[config.mk]
export PLATFORM = sky130hd
export DESIGN_NAME = mem_arb_ctrl
export DESIGN_NICKNAME = d
export VERILOG_FILES = /design/src/rtl/mem_arb_ctrl.sv
export SDC_FILE = /design/constraint.sdc
export NUM_CORES = 1
export LEC_CHECK = 0
export CAP_MARGIN = 40
export CORE_ASPECT_RATIO = 1.25
export CORE_MARGIN = 2
export CORE_UTILIZATION = 37
export DETAILED_ROUTE_END_ITERATION = 16
export PLACE_DENSITY = 0.87
export RECOVER_POWER = 25
export SLEW_MARGIN = 20
export SYNTH_ARGS = -nofsm -noshare
export SYNTH_HDL_FRONTEND = slang
export SYNTH_SLANG_ARGS = --single-unit
[constraint.sdc]
create_clock -name clk -period 1.8 [get_ports clk]
set_input_delay 0.36 -clock clk [delete_from_list [all_inputs] [get_ports clk]]
set_output_delay 0.36 -clock clk [all_outputs]
set_load 0.01 [all_outputs]
[src/rtl/mem_arb_ctrl.sv]
// mem_arb_ctrl: two-requester controller for the 4x4 single-port memory.
// Each requester issues read/write commands over a valid/ready handshake.
// The controller runs one memory access at a time and returns a one-cycle
// response pulse to the requester that issued the command. For a write,
// the response carries the word the location held before the write.
// Optional build macro: MEM_ARB_FIXED_PRIO_EN. When it is defined,
// requester 0 always wins a tie. When it is undefined, ties are resolved
// round-robin.
module mem_arb_ctrl #(
    parameter int AW = 2,
    parameter int DW = 4
) (
    input  logic          clk,
    input  logic          rst,
    input  logic          req0_valid,
    input  logic          req1_valid,
    input  logic          req0_we,
    input  logic          req1_we,
    input  logic [AW-1:0] req0_addr,
    input  logic [AW-1:0] req1_addr,
    input  logic [DW-1:0] req0_wdata,
    input  logic [DW-1:0] req1_wdata,
    output logic          req0_ready,
    output logic          req1_ready,
    output logic          rsp0_valid,
    output logic          rsp1_valid,
    output logic [DW-1:0] rsp_data,
    output logic          mem_we,
    output logic [AW-1:0] mem_address,
    output logic [DW-1:0] mem_data_in,
    input  logic [DW-1:0] mem_data_out
);

    typedef enum logic [1:0] {
        IDLE   = 2'd0,
        ACCESS = 2'd1,
        RESP   = 2'd2
    } state_t;

    state_t        state_q, state_d;
    logic          owner_q, owner_d;
    logic          mem_we_q, mem_we_d;
    logic [AW-1:0] mem_addr_q, mem_addr_d;
    logic [DW-1:0] mem_wdata_q, mem_wdata_d;
    logic          rsp0_valid_q, rsp0_valid_d;
    logic          rsp1_valid_q, rsp1_valid_d;
    logic [DW-1:0] rsp_data_q, rsp_data_d;
    logic          pick0, pick1;
    logic          prefer0;

`ifdef MEM_ARB_FIXED_PRIO_EN
    assign prefer0 = 1'b1;
`else
    logic          prio_q, prio_d;
    assign prefer0 = ~prio_q;
`endif

    // Arbitration: a lone requester always wins; on a tie the preferred one wins.
    always_comb begin
        pick0 = req0_valid & (~req1_valid | prefer0);
        pick1 = req1_valid & ~pick0;
        req0_ready = (state_q == IDLE) & ~rst & pick0;
        req1_ready = (state_q == IDLE) & ~rst & pick1;
    end

    // Next-state logic: latch the command, present it for one cycle, then capture the memory output.
    always_comb begin
        state_d      = state_q;
        owner_d      = owner_q;
        mem_we_d     = mem_we_q;
        mem_addr_d   = mem_addr_q;
        mem_wdata_d  = mem_wdata_q;
        rsp0_valid_d = 1'b0;
        rsp1_valid_d = 1'b0;
        rsp_data_d   = rsp_data_q;
`ifndef MEM_ARB_FIXED_PRIO_EN
        prio_d       = prio_q;
`endif
        case (state_q)
            IDLE: begin
                mem_we_d = 1'b0;
                if (req0_ready || req1_ready) begin
                    owner_d     = req1_ready;
                    mem_we_d    = req1_ready ? req1_we    : req0_we;
                    mem_addr_d  = req1_ready ? req1_addr  : req0_addr;
                    mem_wdata_d = req1_ready ? req1_wdata : req0_wdata;
`ifndef MEM_ARB_FIXED_PRIO_EN
                    prio_d      = ~req1_ready;
`endif
                    state_d     = ACCESS;
                end
            end
            ACCESS: begin
                mem_we_d = 1'b0;
                state_d  = RESP;
            end
            RESP: begin
                rsp_data_d   = mem_data_out;
                rsp0_valid_d = ~owner_q;
                rsp1_valid_d = owner_q;
                state_d      = IDLE;
            end
            default: begin
                mem_we_d = 1'b0;
                state_d  = IDLE;
            end
        endcase
    end

    // State and output registers. A synchronous reset aborts any access that is in flight.
    always_ff @(posedge clk) begin
        if (rst) begin
            state_q      <= IDLE;
            owner_q      <= 1'b0;
            mem_we_q     <= 1'b0;
            mem_addr_q   <= '0;
            mem_wdata_q  <= '0;
            rsp0_valid_q <= 1'b0;
            rsp1_valid_q <= 1'b0;
            rsp_data_q   <= '0;
`ifndef MEM_ARB_FIXED_PRIO_EN
            prio_q       <= 1'b0;
`endif
        end else begin
            state_q      <= state_d;
            owner_q      <= owner_d;
            mem_we_q     <= mem_we_d;
            mem_addr_q   <= mem_addr_d;
            mem_wdata_q  <= mem_wdata_d;
            rsp0_valid_q <= rsp0_valid_d;
            rsp1_valid_q <= rsp1_valid_d;
            rsp_data_q   <= rsp_data_d;
`ifndef MEM_ARB_FIXED_PRIO_EN
            prio_q       <= prio_d;
`endif
        end
    end

    assign mem_we      = mem_we_q;
    assign mem_address = mem_addr_q;
    assign mem_data_in = mem_wdata_q;
    assign rsp0_valid  = rsp0_valid_q;
    assign rsp1_valid  = rsp1_valid_q;
    assign rsp_data    = rsp_data_q;

endmodule
==> reports/qor_table.md <==
| Step | Quantity | This run |
|:---|:---|:---|
| placed design | Placed instance count | 134 |
| synth | Net count after synthesis | 97 |
| critical path | Origin of the worst setup path | rst |
| power | Power density cells | 725.3 nW/um2 |
| placed design | Port Buffer Count | 36 |
| critical path | Data required, critical path | 1440 ps |
| global routing | Via count of the first global-routing pass | 691 |
| run status | Run status | finished clean |
| synth | Warnings from Yosys | 0 |
| critical path | Arrival time of data at the critical path endpoint | 1360 ps |
| placed design | Routability-driven placement congestion ratio | 0.7095 |
| critical path | Max Fanout on Critical Path | 3 |
| die | I/O pin count | 37 |
| cells and area | Area taken by multi-input logic gates | 330.3 um2 |
| timing | Slew at the pin closest to its max-slew limit | 592.3 ps |
| detailed routing | DR WL/cell | 11.44 um |
| timing | Number of setup violations in the final report | 0 |
| cells and area | Sequential cell area | 340.3 um2 |
| synth | Sequential element share of the synthesized area | 0.4954 |
| global routing | Overall track demand over capacity in global routing | 0.1639 |
| detailed routing | Vias per Instance | 4.942 |
| cells and area | Post-layout net count | 143 |
| timing | Unrepaired setup endpoints after global routing | false |
| die | Die outline height | 52.18 um |
| clock tree | CTS Root Cell | sky130_fd_sc_hd__clkbuf_4 |
| timing | Max-slew violation count | 0 |
| detailed routing | Final antenna-violating net count | 0 |
| synth | Syn Inst Count | 75 |
| synth | Netlist cell types | 21 |
| global routing | Aggregate global routing overflow | 0 |
| run | Number of maximum-capacitance violations | 0 |
| die | Placeable Area | 1765 um2 |
| timing | Worst hold slack | 465.0 ps |
| min path | Worst Hold Class | register to register |
| clock tree | Hold buffers post-CTS | 0 |
| critical path | CP startpoint kind | input pin |
| die | Die outline width | 42.54 um |
| clock tree | Maximum clock insertion buffer count | 2 |
| clock tree | Cts bufs inserted | 3 |
| cells and area | Number of standard cells in the layout, taps in and fillers out | 139 |
| critical path | Element type at the critical path end | primary output |
| global routing | Number of antenna violations at the first check in global routing | 0 |
| timing | Tmin final | 1717 ps |
| timing | Maximum clock frequency | 0.5825 GHz |
| clock tree | Number of levels in the clock H-tree | 1 |
| synth | Cell Area, Synth | 686.9 um2 |
| timing | Accumulated negative setup slack | 0 ps |
| die | Starting density of the core | 0.3891 |
| synth | Flop and latch count out of synthesis | 17 |
| clock tree | Total clock sinks | 17 |
| power | Leakage dissipation | 0.4817 nW |
| timing | Layout Skew | 2.758 ps |
| timing | Total count of hold-check failures in the final report | 0 |
| power | Overall power of the completed layout | 827.7 uW |
| clock tree | TritonCTS clock tree | yes |
| global routing | Global-route wire length before repair | 2766 um |
| detailed routing | Total length of routed wires | 1590 um |
| die | Die Area | 2220 um2 |
| timing | Final critical-path share of the clock period | 0.9538 |
| min path | Launch instance of the worst min-delay path | owner_q$_SDFFE_PP0P_ |
| critical path | Crit Reg-Reg Startpoint | state_q[1]$_SDFFE_PP0P_ |
| global routing | Pin count of the biggest net entering global routing | 15 |
| synth | Average cell area after synthesis | 9.159 um2 |
| cells and area | Fin util | 0.6464 |
| cells and area | Layout Area Growth over Synthesis | 66.12% |
| critical path | Worst setup path category | input pin to primary output |
| detailed routing | Number of design rule violations left after detail routing | 0 |
| die | Count of standard-cell rows | 17 |
| cells and area | Layout cell share with drive strength beyond 1 | 0.1833 |
| detailed routing | DR vias | 687 |
| detailed routing | DR pass1 iterations | 4 |
| power | Maximum vdd drop | 0.0005012 V |
| clock tree | Register clock-pin slew on the reported worst setup and hold paths | 100 ps |
| cells and area | # diodes | 0 |
| clock tree | Skew-Pair Late Insertion Delay | 290 ps |
| timing | Relative slew slack | 0.6051 |
| placed design | Post-detailed-placement half-perimeter wirelength | 1286 um |
| detailed routing | DR iter-0 viols | 6 |
| cells and area | Layout fillers | 140 |
[cell type report]
cell class	instances	share of cell area
clock buffers	3	0.01974
multi-input cells	55	0.2895
repair buffers	44	0.3673
clock inverters	1	0.004386
flip-flops and latches	17	0.2982
well taps	19	0.02083
[worst max-delay path: stages]
cell,delay [ps]
sky130_fd_sc_hd__clkdlybuf4s50_1,430
sky130_fd_sc_hd__nor3_2,220
sky130_fd_sc_hd__and3_4,220
sky130_fd_sc_hd__clkbuf_2,120
[state kept, by name, summed over array words and instances (netlist names)]
register,cells
mem_data_in,4
rsp_data,4
mem_address,2
state_q,2
mem_we,1
owner_q,1
prio_q,1
rsp0_valid,1
rsp1_valid,1
[final timing paths]
check / end / depth (start not counted) / slack [ps]
setup / recovery: req1_ready / 4 / 80
hold / removal: rsp0_valid$_SDFF_PP0_ / 1 / 460
setup reg to reg: mem_data_in[2]$_SDFFE_PP0P_ / 6 / 400
hold reg to reg: rsp0_valid$_SDFF_PP0_ / 1 / 460
[cell families after synthesis]
logic type,Yosys count,synth area share
simple gates,40,0.2896
compound gates,10,0.1111
buf+inv,3,0.02913
mux,5,0.07468
flops,17,0.4955
[layer usage]
layer,track usage,routed length [um],vias to the layer above
met3,0.03103,86,4
met5,0,0,-
met2,0.3205,879,19
li1,-,-,346
met1,0.1631,603,318
met4,0.07813,21,0
[through the flow]
| stage | instance area (um2) | setup slack [ps] |
|---|---|---|
| floorplan | 686.9 | 560.8 |
| global placement | 1116 | -269.6 |
| detailed placement | 1116 | -280.6 |
| CTS | 1141 | -18.22 |
| global route | 1141 | 31.81 |
| finish | 1141 | 83.18 |
[what timing repair did]
action | CTS | global route
gates resized for setup | 2 | 5
pin swaps | 0 | 2
buffers inserted | 0 | 1
hold endpoints to repair | 0 | 0
endpoints found under the setup margin | 2 | 2
[layout by cell type (no fill, tap or decap), drive strengths merged]
| cell | instances |
|---|---|
| a22oi | 3 |
| nand2 | 16 |
| dfxtp | 17 |
| nor3 | 3 |
| clkdlybuf4s50 | 34 |
| nand2b | 1 |
| nor3b | 1 |
| mux2 | 1 |
| clkinv | 1 |
| nor2 | 12 |
| or2 | 1 |
| and2 | 3 |
| a311oi | 4 |
| or2b | 1 |
| buf | 7 |
| clkbuf | 6 |
| a22o | 1 |
| and3 | 2 |
| mux2i | 4 |
| a21oi | 2 |
[Yosys cell counts (all sizes together)]
| cell type | count | share of area |
|---|---|---|
| or2 | 1 | 0.0091 |
| nor3b | 1 | 0.011 |
| and3 | 2 | 0.022 |
| and2 | 3 | 0.027 |
| nor2 | 12 | 0.080 |
| nand2 | 16 | 0.087 |
| a22o | 1 | 0.013 |
| a311oi | 4 | 0.051 |
| nand2b | 1 | 0.013 |
| clkbuf | 1 | 0.0055 |
| nor3 | 3 | 0.029 |
| mux2 | 1 | 0.016 |
| or2b | 1 | 0.011 |
| dfxtp | 17 | 0.50 |
| a21oi | 2 | 0.015 |
| a22oi | 3 | 0.033 |
| mux2i | 4 | 0.058 |
| buf | 2 | 0.024 |
[power by group]
group	switching, mW	internal [mW]	leakage [nW]	total, mW
clock network	0.121	0.0827	0.0177	0.203
registers	0.0183	0.403	0.139	0.421
logic	0.0763	0.127	0.325	0.204
No activity file was read; power rests on OpenSTA's default activity.
